### src/rtl/bit_scan_serializer_pkg.sv
// Shared definitions for the bit-scan serializer: state encoding and
// default mask/index widths.
package bit_scan_serializer_pkg;

    localparam int WIDTH_DEF = 8;
    localparam int IDXW_DEF  = 3;

    typedef enum logic {
        S_IDLE = 1'b0,
        S_SCAN = 1'b1
    } state_t;

endpackage

### src/rtl/bit_scan_serializer_lsb_finder.sv
// Combinational bit-vector analysis: lowest set bit index, any-set flag
// (built as a balanced OR tree), and exactly-one-set flag.
module or_gate (
    input  logic a,
    input  logic b,
    output logic y
);
    assign y = a | b;
endmodule

module lsb_finder
    import bit_scan_serializer_pkg::*;
#(
    parameter int WIDTH = WIDTH_DEF,
    parameter int IDXW  = IDXW_DEF
) (
    input  logic [WIDTH-1:0] vec,
    output logic [IDXW-1:0]  idx,
    output logic             any,
    output logic             single
);

    // Heap-ordered tree: node i combines nodes 2i and 2i+1; leaves sit at WIDTH..2*WIDTH-1.
    logic [2*WIDTH-1:1] w_node;

    for (genvar j = 0; j < WIDTH; j++) begin : g_leaf
        assign w_node[WIDTH+j] = vec[j];
    end

    for (genvar n = 1; n < WIDTH; n++) begin : g_or
        or_gate u_or (
            .a (w_node[2*n]),
            .b (w_node[2*n+1]),
            .y (w_node[n])
        );
    end

    assign any = w_node[1];

    // Clearing the lowest set bit leaves zero only when exactly one bit was set.
    assign single = any && ((vec & (vec - WIDTH'(1))) == '0);

    // Scanning downward lets the lowest set bit win the last assignment.
    // NOTE: idx gets a default before the loop so no path leaves it unassigned (no latch).
    always_comb begin
        idx = '0;
        for (int i = WIDTH - 1; i >= 0; i--) begin
            if (vec[i]) idx = IDXW'(i);
        end
    end

endmodule

### src/rtl/bit_scan_serializer.sv
// Expands an accepted bit mask into a stream of set-bit indices, lowest
// first, one per out_valid/out_ready handshake.
module bit_scan_serializer
    import bit_scan_serializer_pkg::*;
#(
    parameter int WIDTH = WIDTH_DEF,
    parameter int IDXW  = IDXW_DEF
) (
    input  logic             clk,
    input  logic             reset,
    input  logic             in_valid,
    output logic             in_ready,
    input  logic [WIDTH-1:0] in_mask,
    output logic             out_valid,
    input  logic             out_ready,
    output logic [IDXW-1:0]  out_idx,
    output logic             out_last,
    output logic             zero_mask,
    output logic             busy
);

    state_t           r_state;
    logic [WIDTH-1:0] r_pending;
    logic             r_zero_mask;

    logic [IDXW-1:0]  w_idx;
    logic             w_any;
    logic             w_single;
    logic             w_accept;

    lsb_finder #(
        .WIDTH (WIDTH),
        .IDXW  (IDXW)
    ) u_finder (
        .vec    (r_pending),
        .idx    (w_idx),
        .any    (w_any),
        .single (w_single)
    );

    // Outputs derive only from registered state; in_ready also drops during reset.
    assign in_ready  = (r_state == S_IDLE) && !reset;
    assign w_accept  = in_valid && in_ready;
    assign out_valid = (r_state == S_SCAN) && w_any;
    assign out_idx   = w_idx;
    assign out_last  = (r_state == S_SCAN) && w_single;
    assign zero_mask = r_zero_mask;
    assign busy      = (r_state == S_SCAN);

    // NOTE: sequential state uses non-blocking assignments so every register samples pre-edge values.
    always_ff @(posedge clk or posedge reset) begin
        if (reset) begin
            r_state     <= S_IDLE;
            r_pending   <= '0;
            r_zero_mask <= 1'b0;
        end else begin
            r_zero_mask <= 1'b0;
            case (r_state)
                S_IDLE: begin
                    if (w_accept) begin
                        if (in_mask != '0) begin
                            r_pending <= in_mask;
                            r_state   <= S_SCAN;
                        end else begin
                            r_zero_mask <= 1'b1;
                        end
                    end
                end
                S_SCAN: begin
                    if (out_ready) begin
                        r_pending[w_idx] <= 1'b0;
                        if (w_single) r_state <= S_IDLE;
                    end
                end
                default: r_state <= S_IDLE;
            endcase
        end
    end

endmodule

### config.mk
export PLATFORM = sky130hd
export DESIGN_NAME = bit_scan_serializer
export DESIGN_NICKNAME = d
export VERILOG_FILES = /design/src/rtl/bit_scan_serializer_pkg.sv /design/src/rtl/bit_scan_serializer_lsb_finder.sv /design/src/rtl/bit_scan_serializer.sv
export SDC_FILE = /design/constraint.sdc
export NUM_CORES = 1
export LEC_CHECK = 0
export CAP_MARGIN = 20
export CELL_PAD_IN_SITES_DETAIL_PLACEMENT = 0
export CELL_PAD_IN_SITES_GLOBAL_PLACEMENT = 1
export CORE_MARGIN = 5
export CORE_UTILIZATION = 30
export CTS_BUF_LIST = sky130_fd_sc_hd__clkbuf_8 sky130_fd_sc_hd__clkbuf_16
export DETAILED_ROUTE_END_ITERATION = 10
export GPL_ROUTABILITY_DRIVEN = 0
export GPL_TIMING_DRIVEN = 0
export PLACE_DENSITY = 0.78
export REMOVE_ABC_BUFFERS = 1
export SLEW_MARGIN = 20
export SYNTH_ARGS = -nofsm -noshare
export SYNTH_HDL_FRONTEND = slang
export SYNTH_SLANG_ARGS = --single-unit
### constraint.sdc
create_clock -name clk -period 1.8 [get_ports clk]
set_input_delay 0.18 -clock clk [delete_from_list [all_inputs] [get_ports clk]]
set_output_delay 0.18 -clock clk [all_outputs]
set_load 0.02 [all_outputs]
==> run summary <==
Yosys cell types: 31
Routed Wire Length: 2160 microns
IO buf count: 19
Main synth FF type: dfrtp_1
Height of the die: 58.0 microns
Pre-CTS setup slack: -989 ps
CP Class: register to primary output
Most used cell, CP: buf_6
Post-synth top area cell: dfrtp_1
Power, Total: 2.25 mW
CTS clock-pin slew for the worst setup and hold paths: 50 ps
Crit-path cells: or4_4 > buf_6 > buf_6 > nor2_1 > a31oi_1 > o31ai_2 > and2_1 > buf_6
Max-cap violations: 0
Syn Area/Cell: 8.74 sq um
Max IR drop VDD: 0.000941 V
Rows: 17
Setup TNS: -1050 ps
Register bit count reported by yosys: 10
Hpwl dp: 1390 microns
Post-Synth XOR/XNOR Area: 1.27%
GR Overflow Total: 0
Final setup fails: 6
Cells after synthesis: 79
Via density per instance: 5.54
Adder-cell share of the synthesized area: 0%
CTS buffer count: 3
# nets final: 121
Share of post-route cells with drive strength above 1: 40.2%
CP endpoint kind: primary output
Core region area: 2210 sq um
Slew Viols, Final: 0
Area grow syn2layout: 60.3%
CP peak stage delay: 560 ps
Clock sink count: 10
GR Util All Layers: 13.5%
Run status: finished, violations left
Initial Util: 31.2%
EDFF count, synth: 0
Slowest-stage cell, CP: or4_4
N_diodes: 0
Clock skew: 5.29 ps
Max Freq: 458 MHz
CTS H-tree lvls: 1
Crit path max-delay family: simple AND/OR/NAND/NOR gates
I/O pin cnt: 20
Largest net degree at the start of global routing: 15
Top-count cell post-synth: dfrtp_1
Worst setup slack after layout: -385 ps
RSZ-0062 raised after global routing: yes
Routed Antenna Nets: 0
Post-route DRC violation count: 0
Buffers & Inverters on Critical Path: 3
Global-route wire length before repair: 3590 microns
Number of warnings issued by yosys: 0
Stages on the worst setup path: 8
CTS tree: built
Vias in the first global route: 756
Post-synthesis mux area share: 0%
Die ar.: 3360 sq um
Async S/R FF share, synth: 100%
Synthesized area: 691 sq um
Final Util: 50.1%
Leading post-synthesis cells by cell area: dfrtp_1 (36%), nor4_1 (4.5%), o21ai_0 (4.3%)
Relative slew margins: 70.6%
Leak Pwr: 0.437 nW
CP startpoint kind: register
Initial antenna violation count: 0
Root Buffer: clkbuf_8
Pwr/cell area: 2030 nW/um^2
Worst-path maximum fanout: 3
CP arrival: 2000 ps
Average wire per standard cell: 16.0 microns
Final Critical Period: 2180 ps
WHS: 354 ps
Clock buffer depth: 2
Yosys top cell area share: 36.2%
DR vias: 748
Iteration-0 DRC Markers: 17
Post-synth top cells: dfrtp_1 (10), nor2_1 (8), o21ai_0 (6)
Die Wd: 58.0 microns
Slew @ Worst Pin: 437 ps
Synth Area in Compound Gates: 31.9%
DRT Pass-1 Iters: 5
Sequential-to-total area share from yosys stat: 36.2%
Worst skew pair latency: 230 ps
Reg2reg path depth: 5
Crit path required time: 1620 ps
Largest family of logic cells by synthesized area: compound AO/OA/AOI/OAI gates
HP Class: input pin to asynchronous set/reset pin
Failing checks: setup timing
Simple-gate area share of the yosys netlist: 22.6%
Hold Vio Cnt, Final: 0
Tcrit/Tclk final: 121%
path summary, 6_finish.rpt:
check,from,endpoint,slack [ps]
min reg2reg,r_pending[7],r_pending[7],620
max reg2reg,r_pending[1],r_pending[6],-170
max in group asynchronous,reset,r_pending[5],1130
min in group clk,out_ready,busy,540
min,reset,zero_mask,350
max,r_pending[1],out_last,-380
kinds of logic after synthesis:
logic type / after synthesis
AO/OA/AOI/OAI: 27
XOR/XNOR: 1
buffers and inverters: 12
flip-flops: 10
AND/OR/NAND/NOR: 29
placed cells by master, fill, tap and decap left out, types with 2 or more instances in the layout:
cell type	count
nor4_2	2
buf_4	11
nor3_1	4
dfrtp_2	9
clkbuf_8	3
a31oi_1	2
buf_6	4
inv_1	5
a221o_1	2
a21oi_1	2
nor2_1	6
a2111oi_4	2
nand2_1	4
clkdlybuf4s50_1	15
a22o_1	3
nor4_1	3
and2_1	2
o21ai_0	5
stage by stage:
step	cells	cell area (sq um)
floorplan	72	654
global placement	119	880
detailed placement	119	880
CTS	130	1050
global route	135	1110
finish	135	1110
routing by layer:
metal	track usage (%)	share of wire [%]	wire length [microns]
met1	15.8	42	900
met2	24.2	54	1170
met3	4.45	2.6	57
met4	1.99	1.3	27
met5	0	0	0
report_power, final:
group / total, mW / internal, mW / switching, mW
logic: 1.47 / 0.748 / 0.724
clock network: 0.226 / 0.146 / 0.0800
registers: 0.549 / 0.335 / 0.214
timing repair:
action	in CTS	in global routing
endpoints found under the setup margin	14	14
buffers inserted	8	5
hold buffers	0	0
gates resized for setup	36	11
pin swaps	6	5
cell type report:
cell class | count | area, sq um
inverter | 5 | 18.8
sequential | 10 | 262
fill | 221 | 1100
multi-input combinational | 57 | 463
clock buffer | 3 | 41.3
timing repair buffer | 32 | 288
tap | 28 | 35.0
sequential cells by signal (all words and copies together) (netlist names):
| signal | count |
|---|---|
| r_pending | 8 |
| busy | 1 |
| zero_mask | 1 |
Power figures use the tool's default switching activity.
